===== src/rtl/mem_stage_if.sv =====
// Bundles the EX-side op handshake, the byte-serial memory bus and the regfile write port.
// Pure wiring, so it adds no latency.
// EX is stalled through in_ready, and each memory byte is held until mem_ack.
interface mem_stage_if #(
  parameter int ADDR_W = 17,
  parameter int REG_AW = 5
);
  // EX -> stage op handshake
  logic              in_valid;
  logic              in_ready;
  logic [3:0]        in_op;
  logic [31:0]       in_addr;
  logic [31:0]       in_data;
  logic [REG_AW-1:0] in_rd;
  logic              in_wreg;
  // byte-serial memory bus
  logic              mem_req;
  logic              mem_we;
  logic [ADDR_W-1:0] mem_addr;
  logic [7:0]        mem_wdata;
  logic [7:0]        mem_rdata;
  logic              mem_ack;
  // regfile write port and misalignment report
  logic              we;
  logic [REG_AW-1:0] waddr;
  logic [31:0]       wdata;
  logic              exc;
  logic [31:0]       exc_addr;

  // Environment side: EX, memory and regfile.
  modport master (
    output in_valid, in_op, in_addr, in_data, in_rd, in_wreg, mem_rdata, mem_ack,
    input  in_ready, mem_req, mem_we, mem_addr, mem_wdata, we, waddr, wdata, exc, exc_addr
  );

  // Stage side.
  modport slave (
    input  in_valid, in_op, in_addr, in_data, in_rd, in_wreg, mem_rdata, mem_ack,
    output in_ready, mem_req, mem_we, mem_addr, mem_wdata, we, waddr, wdata, exc, exc_addr
  );
endinterface


===== src/rtl/mem_stage.sv =====
// Memory-access / write-back stage: ALU pass-through, plus byte-serial little-endian loads and stores.
// ALU ops write back one cycle after accept; an n-byte load with zero-wait ack writes back n+1 cycles after accept.
// in_ready is low for the whole memory access, and each byte request is held until mem_ack.
// Optional MEM_MISALIGN_CHECK_EN turns misaligned halfword/word accesses into an exc pulse.
module mem_stage #(
  parameter int ADDR_W = 17,
  parameter int REG_AW = 5
) (
  input  logic         clk_i,
  input  logic         rst_i,   // asynchronous, active low
  mem_stage_if.slave   bus
);
  localparam logic [3:0] OP_ALU = 4'd1, OP_LB = 4'd2, OP_LH = 4'd3, OP_LW = 4'd4, OP_LBU = 4'd5;
  localparam logic [3:0] OP_LHU = 4'd6, OP_SB = 4'd7, OP_SH = 4'd8, OP_SW = 4'd9;

  typedef enum logic {S_IDLE, S_ACCESS} state_t;

  state_t            state_q, state_d;
  logic [1:0]        cnt_q, cnt_d;
  logic [3:0]        op_q, op_d;
  logic [ADDR_W-1:0] addr_q, addr_d;
  logic [31:0]       data_q, data_d;
  logic [31:0]       buf_q, buf_d;
  logic [REG_AW-1:0] rd_q, rd_d;
  logic              wreg_q, wreg_d;
  logic              we_q, we_d;
  logic [REG_AW-1:0] waddr_q, waddr_d;
  logic [31:0]       wdata_q, wdata_d;
  logic [31:0]       buf_merged;
  logic              access;

  function automatic logic is_load(input logic [3:0] op);
    return (op >= OP_LB) && (op <= OP_LHU);
  endfunction

  function automatic logic is_store(input logic [3:0] op);
    return (op >= OP_SB) && (op <= OP_SW);
  endfunction

  // Index of the final byte of the access: the byte count minus one.
  function automatic logic [1:0] last_idx(input logic [3:0] op);
    case (op)
      OP_LH, OP_LHU, OP_SH: return 2'd1;
      OP_LW, OP_SW:         return 2'd3;
      default:              return 2'd0;
    endcase
  endfunction

  function automatic logic [31:0] extend(input logic [3:0] op, input logic [31:0] b);
    case (op)
      OP_LB:   return {{24{b[7]}}, b[7:0]};
      OP_LH:   return {{16{b[15]}}, b[15:0]};
      OP_LBU:  return {24'h0, b[7:0]};
      OP_LHU:  return {16'h0, b[15:0]};
      default: return b;
    endcase
  endfunction

`ifdef MEM_MISALIGN_CHECK_EN
  logic        exc_q, exc_d;
  logic [31:0] exc_addr_q, exc_addr_d;

  function automatic logic misaligned(input logic [3:0] op, input logic [1:0] a);
    case (op)
      OP_LH, OP_LHU, OP_SH: return a[0];
      OP_LW, OP_SW:         return a != 2'b00;
      default:              return 1'b0;
    endcase
  endfunction
`endif

  assign access        = (state_q == S_ACCESS);
  assign bus.in_ready  = (state_q == S_IDLE);
  assign bus.mem_req   = access;
  assign bus.mem_we    = access && is_store(op_q);
  // mod-2^ADDR_W add equals truncating the 32-bit (addr + i), so wrap-around falls out naturally
  assign bus.mem_addr  = access ? (addr_q + ADDR_W'(cnt_q)) : '0;
  assign bus.mem_wdata = (access && is_store(op_q)) ? data_q[{cnt_q, 3'b000} +: 8] : 8'h00;
  assign bus.we        = we_q;
  assign bus.waddr     = waddr_q;
  assign bus.wdata     = wdata_q;
`ifdef MEM_MISALIGN_CHECK_EN
  assign bus.exc       = exc_q;
  assign bus.exc_addr  = exc_addr_q;
`else
  assign bus.exc       = 1'b0;
  assign bus.exc_addr  = 32'h0;
`endif

  // Buffer with the byte arriving this cycle merged in, so the last byte can be written back directly.
  always_comb begin
    buf_merged = buf_q;
    buf_merged[{cnt_q, 3'b000} +: 8] = bus.mem_rdata;
  end

  // Next-state logic: accept in IDLE, walk the bytes in ACCESS, and form the registered writeback.
  always_comb begin
    state_d = state_q;
    cnt_d   = cnt_q;
    op_d    = op_q;
    addr_d  = addr_q;
    data_d  = data_q;
    buf_d   = buf_q;
    rd_d    = rd_q;
    wreg_d  = wreg_q;
    we_d    = 1'b0;
    waddr_d = waddr_q;
    wdata_d = wdata_q;
`ifdef MEM_MISALIGN_CHECK_EN
    exc_d      = 1'b0;
    exc_addr_d = exc_addr_q;
`endif
    case (state_q)
      S_IDLE: begin
        if (bus.in_valid) begin
          if (bus.in_op == OP_ALU) begin
            we_d    = bus.in_wreg && (bus.in_rd != '0);
            waddr_d = bus.in_rd;
            wdata_d = bus.in_data;
          end else if (is_load(bus.in_op) || is_store(bus.in_op)) begin
`ifdef MEM_MISALIGN_CHECK_EN
            if (misaligned(bus.in_op, bus.in_addr[1:0])) begin
              exc_d      = 1'b1;
              exc_addr_d = bus.in_addr;
            end else
`endif
            begin
              state_d = S_ACCESS;
              cnt_d   = 2'd0;
              op_d    = bus.in_op;
              addr_d  = bus.in_addr[ADDR_W-1:0];
              data_d  = bus.in_data;
              rd_d    = bus.in_rd;
              wreg_d  = bus.in_wreg;
              buf_d   = 32'h0;
            end
          end
        end
      end
      S_ACCESS: begin
        if (bus.mem_ack) begin
          buf_d = buf_merged;
          if (cnt_q == last_idx(op_q)) begin
            state_d = S_IDLE;
            cnt_d   = 2'd0;
            if (is_load(op_q)) begin
              we_d    = wreg_q && (rd_q != '0);
              waddr_d = rd_q;
              wdata_d = extend(op_q, buf_merged);
            end
          end else begin
            cnt_d = cnt_q + 2'd1;
          end
        end
      end
      default: state_d = S_IDLE;
    endcase
  end

  // State and datapath registers; reset aborts any access in flight without a writeback.
  always_ff @(posedge clk_i or negedge rst_i) begin
    if (!rst_i) begin
      state_q <= S_IDLE;
      cnt_q   <= 2'd0;
      op_q    <= 4'd0;
      addr_q  <= '0;
      data_q  <= 32'h0;
      buf_q   <= 32'h0;
      rd_q    <= '0;
      wreg_q  <= 1'b0;
      we_q    <= 1'b0;
      waddr_q <= '0;
      wdata_q <= 32'h0;
    end else begin
      state_q <= state_d;
      cnt_q   <= cnt_d;
      op_q    <= op_d;
      addr_q  <= addr_d;
      data_q  <= data_d;
      buf_q   <= buf_d;
      rd_q    <= rd_d;
      wreg_q  <= wreg_d;
      we_q    <= we_d;
      waddr_q <= waddr_d;
      wdata_q <= wdata_d;
    end
  end

`ifdef MEM_MISALIGN_CHECK_EN
  // Misalignment pulse, and the faulting address held until the next fault.
  always_ff @(posedge clk_i or negedge rst_i) begin
    if (!rst_i) begin
      exc_q      <= 1'b0;
      exc_addr_q <= 32'h0;
    end else begin
      exc_q      <= exc_d;
      exc_addr_q <= exc_addr_d;
    end
  end
`endif
endmodule


===== src/flat_wrapper.sv =====
// flat-port wrapper written by rule: the top's interface ports become plain ports
module mem_stage_flat 
#(
  parameter int ADDR_W = 17,
  parameter int REG_AW = 5
)
  (clk_i, rst_i, bus_in_valid, bus_in_op, bus_in_addr, bus_in_data, bus_in_rd, bus_in_wreg, bus_mem_rdata, bus_mem_ack, bus_in_ready, bus_mem_req, bus_mem_we, bus_mem_addr, bus_mem_wdata, bus_we, bus_waddr, bus_wdata, bus_exc, bus_exc_addr);
  mem_stage_if #(.ADDR_W(ADDR_W), .REG_AW(REG_AW)) bus_i ();
  input  logic clk_i;
  input  logic rst_i;
  input wire logic [$bits(bus_i.in_valid)-1:0] bus_in_valid;
  input wire logic [$bits(bus_i.in_op)-1:0] bus_in_op;
  input wire logic [$bits(bus_i.in_addr)-1:0] bus_in_addr;
  input wire logic [$bits(bus_i.in_data)-1:0] bus_in_data;
  input wire logic [$bits(bus_i.in_rd)-1:0] bus_in_rd;
  input wire logic [$bits(bus_i.in_wreg)-1:0] bus_in_wreg;
  input wire logic [$bits(bus_i.mem_rdata)-1:0] bus_mem_rdata;
  input wire logic [$bits(bus_i.mem_ack)-1:0] bus_mem_ack;
  output wire logic [$bits(bus_i.in_ready)-1:0] bus_in_ready;
  output wire logic [$bits(bus_i.mem_req)-1:0] bus_mem_req;
  output wire logic [$bits(bus_i.mem_we)-1:0] bus_mem_we;
  output wire logic [$bits(bus_i.mem_addr)-1:0] bus_mem_addr;
  output wire logic [$bits(bus_i.mem_wdata)-1:0] bus_mem_wdata;
  output wire logic [$bits(bus_i.we)-1:0] bus_we;
  output wire logic [$bits(bus_i.waddr)-1:0] bus_waddr;
  output wire logic [$bits(bus_i.wdata)-1:0] bus_wdata;
  output wire logic [$bits(bus_i.exc)-1:0] bus_exc;
  output wire logic [$bits(bus_i.exc_addr)-1:0] bus_exc_addr;
  assign bus_i.in_valid = bus_in_valid;
  assign bus_i.in_op = bus_in_op;
  assign bus_i.in_addr = bus_in_addr;
  assign bus_i.in_data = bus_in_data;
  assign bus_i.in_rd = bus_in_rd;
  assign bus_i.in_wreg = bus_in_wreg;
  assign bus_i.mem_rdata = bus_mem_rdata;
  assign bus_i.mem_ack = bus_mem_ack;
  assign bus_in_ready = bus_i.in_ready;
  assign bus_mem_req = bus_i.mem_req;
  assign bus_mem_we = bus_i.mem_we;
  assign bus_mem_addr = bus_i.mem_addr;
  assign bus_mem_wdata = bus_i.mem_wdata;
  assign bus_we = bus_i.we;
  assign bus_waddr = bus_i.waddr;
  assign bus_wdata = bus_i.wdata;
  assign bus_exc = bus_i.exc;
  assign bus_exc_addr = bus_i.exc_addr;
  mem_stage #(.ADDR_W(ADDR_W), .REG_AW(REG_AW)) u_core (.clk_i(clk_i), .rst_i(rst_i), .bus(bus_i));
endmodule

===== config.mk =====
export PLATFORM = sky130hd
export DESIGN_NAME = mem_stage_flat
export DESIGN_NICKNAME = d
export VERILOG_FILES = /design/src/rtl/mem_stage_if.sv /design/src/rtl/mem_stage.sv /design/src/flat_wrapper.sv
export SDC_FILE = /design/constraint.sdc
export NUM_CORES = 1
export LEC_CHECK = 0
export ABC_AREA = 0
export BUFFER_PORTS_ARGS = -buffer_cell sky130_fd_sc_hd__buf_4
export CAP_MARGIN = 15
export CORE_ASPECT_RATIO = 1.25
export CORE_MARGIN = 5
export CORE_UTILIZATION = 58
export DETAILED_ROUTE_END_ITERATION = 12
export PLACE_DENSITY_LB_ADDON = 0.05
export SETUP_SLACK_MARGIN = 0.2
export SLEW_MARGIN = 0
export SYNTH_ARGS = -nofsm -noshare
export SYNTH_HDL_FRONTEND = slang
export SYNTH_SLANG_ARGS = --single-unit

===== constraint.sdc =====
create_clock -name clk_i -period 8.1 [get_ports clk_i]
set_clock_uncertainty 0.15 [all_clocks]
set_input_delay 0 -clock clk_i [delete_from_list [all_inputs] [get_ports clk_i]]
set_output_delay 0 -clock clk_i [all_outputs]
set_load 0.005 [all_outputs]

== Word-level counts from Yosys, hierarchy flattened ==
Cells that the tools add are included.
Word-level totals
  flip-flop bits (word level): 132
  latch bits: 0
  memory bits (writable): 0
  memory bits (read-only): 0
  input port bits: 86
  output and inout port bits: 99
  memories: 0
Operators by class
  add/subtract/negate cells: 3
  multipliers: 0
  div/mod/pow operators: 0
  $lt $le $gt $ge: 8
  equal/unequal tests: 16
  shift operators: 3
  mux-type cells: 42
  bitwise operators: 2
  reductions and logical operators: 15
Operator list (count)
  2-to-1 mux 32 bit: 9
  case mux 32 bit (2 select lines): 2
  case mux 32 bit (4 select lines): 1
  bitwise mux 32 bit: 1
  variable shift 8 x 7 -> 32 bit, first input constant: 1
  indexed part select 32 x 6 -> 8 bit: 1
  indexed part select 8 x 7 -> 32 bit: 1
  2-to-1 mux 5 bit: 5
  adder 17 x 2 -> 17 bit: 1
  2-to-1 mux 17 bit: 1
  2-to-1 mux 2 bit: 7
  equality test 4 x 3 -> 1 bit, second input constant: 3
  2-to-1 mux 1 bit: 10
  != test 2 bit, second input constant: 5
  case mux 5 bit (2 select lines): 1
  nonzero test 5 bit: 2
  equality test 4 x 2 -> 1 bit, second input constant: 2
  equality test 4 bit, second input constant: 2
  greater-or-equal comparator 4 x 2 -> 1 bit, second input constant: 2
  greater-or-equal comparator 4 x 3 -> 1 bit, second input constant: 2
  less-or-equal comparator 4 x 3 -> 1 bit, second input constant: 2
  less-or-equal comparator 4 bit, second input constant: 2
  2-to-1 mux 8 bit: 1
  case mux 2 bit (2 select lines): 2
  13 further kinds: 23

== Depth between registers and ports, before layout ==
  depth after elaboration: 9
  depth in mapped cells: 10
  gate-level depth less buffers: 8

== Worst setup path after synthesis ==
Ideal clock, no wire load.
  path type: reg-to-reg
  from: reg u_core.cnt_q[1]
  to: reg u_core.wdata_q[16], in the netlist u_core.bus.wdata[16]
  setup time: 0.125 ns
  data arrival time: 2.403 ns
  required time: 7.825 ns
  setup slack: 5.422 ns
  cell stages (with the launch flop): 11
  clock period less this slack: 2.678 ns
  path through: dfrtp_1 > buf_2 > inv_1 > ha_1 > nor2b_1 > a41oi_1 > nand2_1 > nand2_1 > clkbuf_1 > o221ai_1 > mux2_4
On the way
  longest elaborated chain between the ends: 8
RTL lines
  from (decl): line mem_stage.sv:19  | logic [1:0] cnt_q, cnt_d;
  from (signal assigned): line mem_stage.sv:176  | cnt_q <= cnt_d;
  negation 5 -> 7 bit: line mem_stage.sv:93  | buf_merged[{cnt_q, 3'b000} +: 8] = bus.mem_rdata;
  indexed part select 8 x 7 -> 32 bit / variable shift 8 x 7 -> 32 bit (equally long branches): line mem_stage.sv:93
  bitwise mux 32 bit: line mem_stage.sv:93
  case mux 32 bit (4 select lines): line mem_stage.sv:50  | case (op)
  2-to-1 mux 32 bit: line mem_stage.sv:146  | if (is_load(op_q)) begin
  2-to-1 mux 32 bit: line mem_stage.sv:143  | if (cnt_q == last_idx(op_q)) begin
  2-to-1 mux 32 bit: line mem_stage.sv:141  | if (bus.mem_ack) begin
  case mux 32 bit (2 select lines): line mem_stage.sv:113  | case (state_q)
  to (signal assigned): line mem_stage.sv:185  | wdata_q <= wdata_d;
  to (decl): line mem_stage.sv:28  | logic [31:0] wdata_q, wdata_d;
Several ways; a longest one is shown, not always the timed one. The select of a mux whose other input is x is not followed.
A chain may end at the register's enable or synchronous reset.

== Worst setup path in the final report ==
  from: reg u_core.cnt_q[0]
  to: reg u_core.wdata_q[23], in the netlist u_core.bus.wdata[23]
Same word-level chain as after synthesis.

==> out/results.tsv <==
stage	metric	value	unit
clocking	clk_pin_slew_worst_paths	0.06	ns
cells_and_area	seqCellArea	0.00330	mm²
logic_synthesis	syn_area	0.00726	mm²
logic_synthesis	yosys_register_bits	132	
power	p_leak	4.52	nW
setup_path	r2r_cells	8	
setup_path	required	8.25	ns
logic_synthesis	synth_top_area_share	45.5	%
sta	tightest_slew	1.11	ns
power	p_switching	1.22	mW
setup_path	worstSetupStartpointType	register	
logic_synthesis	synth_cell_types	51	
sta	rsz0062_at_grt	false	
power	power_density	359	mW/mm²
clocking	cts-buffers-inserted	17	
place	post-dp-hpwl	13500	µm
cells_and_area	nNetsFinal	976	
sta	fin_setup_tns	0	ns
setup_path	path_class	register to register	
sta	relSlewSlack	25.8	%
logic_synthesis	syn_area_per_cell	10.4	µm²
power	p_comb_share	41.4	%
power	intPower	2.20	mW
setup_path	rr_startpoint	u_core.cnt_q[0]	
cells_and_area	n_fill_cell	781	
logic_synthesis	synth_top_cells_by_count	dfrtp_1 (132), nand2_1 (71), a21oi_1 (57)	
setup_path	path_max_fanout	18	
floorplanning	floorplan.initialDensity	59.4	%
logic_synthesis	synth.most_common_cell	dfrtp_1	
detailed_routing	drt_iter0_markers	433	
outcome	run_status	complete, no violations	
global_route	globalRouteTotalUtil	28.6	%
floorplanning	die_h	135	µm
logic_synthesis	yosys.area.top_type	dfrtp_1	
sta	layout_min_cycle_time	3.60	ns
sta	fin_crit_sh	44.5	%
setup_path	timing.rr.end	u_core.bus.wdata[23]	
setup_path	endpoint_kind	register	
global_route	grt_overflow	0	
detailed_routing	viasPerCell	5.62	
clocking	clock-sinks	132	
setup_path	crit_arrival	3.75	ns
setup_path	setup.worst_path.start	u_core.cnt_q[0]	
setup_path	r2r_slack	4.50	ns
clocking	cts_root_buf	clkbuf_16	
place	placed_cells	956	
detailed_routing	post_drt_wl_per_cell	19.3	µm
clocking	post_cts_resized	0	
floorplanning	rows	45	
global_route	met3_usage	5.21	%
place	port_buffers	136	
logic_synthesis	seq_area_frac_synth	45.5	%
logic_synthesis	ys_top_cells_by_area	dfrtp_1 (46%), mux2_2 (7.6%), mux2_4 (6.2%)	
global_route	grt_busiest_layer	met2	
place	gp_congestion	0.863	
cells_and_area	multi_input_area	0.00347	mm²
clocking	cts_tree	done	
power	finalPower	3.42	mW
clocking	insertion_delay	0.42	ns
detailed_routing	wl	20400	µm
cells_and_area	insertedDiodeCount	0	
sta	final_hold_viol_count	0	
logic_synthesis	synth_cells	697	
sta	slew_violations	0	
global_route	grt_pass1_vias	6336	
cells_and_area	instances_no_fill	1059	
floorplanning	die_area	0.0149	mm²
detailed_routing	antenna_left	0	
min_path	hold_path.class	input pin to async pin	
global_route	grt_pass1_wl	32500	µm
global_route	grt_max_degree	87	
detailed_routing	vias	5947	
detailed_routing	remaining_drc_errors	0	
clocking	clockBufferDepth	2	
clocking	ctsHtreeMaxLevel	4	
job	cap_violations	0	
logic_synthesis	synthArstFlopShare	100	%
floorplanning	ios	185	
power	pwr-share-clk	24.4	%
global_route	met1_usage	34.1	%
floorplanning	die_w	110	µm
sta	finalSetupViolCount	0	
cells_and_area	layout-drive-gt1-share	30.1	%
power	peakVddDrop	0.000253	V
global_route	grt_antenna_before_repair	0	
global_route	grtUsageMet2	47.8	%
detailed_routing	firstDrtPassIters	5	
cells_and_area	syn_to_final_growth	31.1	%
sta	fmax	278	MHz
floorplanning	core-area	0.0122	mm²
logic_synthesis	ys.flop_type	dfrtp_1	
logic_synthesis	yosysWarnings	0	
logic_synthesis	synth_edf_count	0	
power	seqPwrFrac	34.3	%
power	p_sw_share	35.8	%
-- layer usage --
metal  wire [µm]  part of all wire (%)  vias to the layer above
met1        7650                    37                     2885
met4         968                   4.7                        0
met5           0                     0                        -
met2       10500                    51                      258
met3        1330                   6.5                       60
li1            -                     -                     2744
-- worst max path at each step --
| stage | endpoint | slack, ns | cells after the start |
|---|---|---|---|
| after floorplan | u_core.bus.wdata[16] | 5.42 | 10 |
| after global placement | u_core.bus.wdata[23] | 4.54 | 8 |
| after detailed placement | u_core.bus.wdata[23] | 4.45 | 8 |
| after CTS | u_core.bus.wdata[27] | 4.44 | 8 |
| after global routing | u_core.bus.wdata[27] | 4.14 | 8 |
| final | u_core.bus.wdata[23] | 4.50 | 8 |
-- worst max-delay path, stage by stage (launching register included) --
cell and delay [ns]:
dfrtp_1 0.92, inv_1 0.34, ha_1 0.45, nor2_1 0.07, a31oi_1 0.37, a21oi_1 0.12, nand2_1 0.47, o221ai_1 0.27
mux2_2 0.32
-- final cells by class --
class / count / share of cell area (%)
Timing Repair Buffer: 211 / 18.5
Sequential cell: 132 / 34.7
Tap cell: 164 / 2.16
Clock buffer: 18 / 4.61
Inverter: 35 / 1.38
Multi-Input combinational cell: 485 / 36.5
Clock inverter: 14 / 2.14
-- layout by cell type, fill, tap and decap left out, types with 6 or more instances in the layout --
master	count
inv_1	35
xor2_1	8
dfrtp_1	131
o21ai_0	47
mux4_2	8
ha_1	7
buf_4	141
conb_1	33
a22o_1	7
o31ai_1	6
clkinv_4	6
xnor2_1	6
nand2_1	71
o21ai_1	7
o221ai_1	23
clkbuf_16	17
a21oi_1	57
and3_1	13
mux2_2	49
nor2b_1	35
mux2_4	30
dlygate4sd3_1	70
nand3_1	10
nor2_1	24
-- sequential cells by signal (all words and copies together), names as in the netlist --
name and flops:
u_core.addr_q 17, u_core.bus.we 1, u_core.wreg_q 1, u_core.bus.waddr 5
u_core.cnt_q 2, u_core.buf_q 32, u_core.bus.mem_req 1, u_core.rd_q 5
u_core.bus.wdata 32, u_core.op_q 4, u_core.data_q 32
-- power by group through the flow --
stage,combinational (mW),sequential [mW],clock [mW]
final,1.41,1.17,0.833
after global routing,1.55,1.21,0.873
after CTS,1.41,1.16,0.839
after detailed placement,1.37,1.17,0
after global placement,1.34,1.15,0
after floorplan,0.980,1.08,0
-- stage by stage --
step	utilization (%)	hold slack, ns	setup WS [ns]	area (µm²)
after global placement	66.8	-0.0167	4.54	8170
after floorplan	-	-0.446	5.42	7380
after detailed placement	66.8	-0.00365	4.45	8170
after global routing	77.9	0.169	4.14	9520
final	77.9	0.0565	4.50	9520
after CTS	77.8	0.0926	4.44	9510
-- cell families after synthesis --
group | count (synthesis) | share of synthesized area [%]
buffers and inverters | 112 | 8.57
XOR/XNOR | 14 | 1.69
other | 1 | 0.0517
AND/OR/NAND/NOR | 179 | 12.3
AO/OA/AOI/OAI | 162 | 13.7
multiplexers | 89 | 16.7
adder cells (fa/ha/maj) | 8 | 1.48
flip-flops | 132 | 45.5
-- what timing repair did --
action                                  CTS  global route
setup buffers                             0             0
endpoints found under the hold margin   194             0
hold buffers                             70             0
endpoints found under the setup margin    0             0
Note: power is estimated with default switching activity, not from simulation.
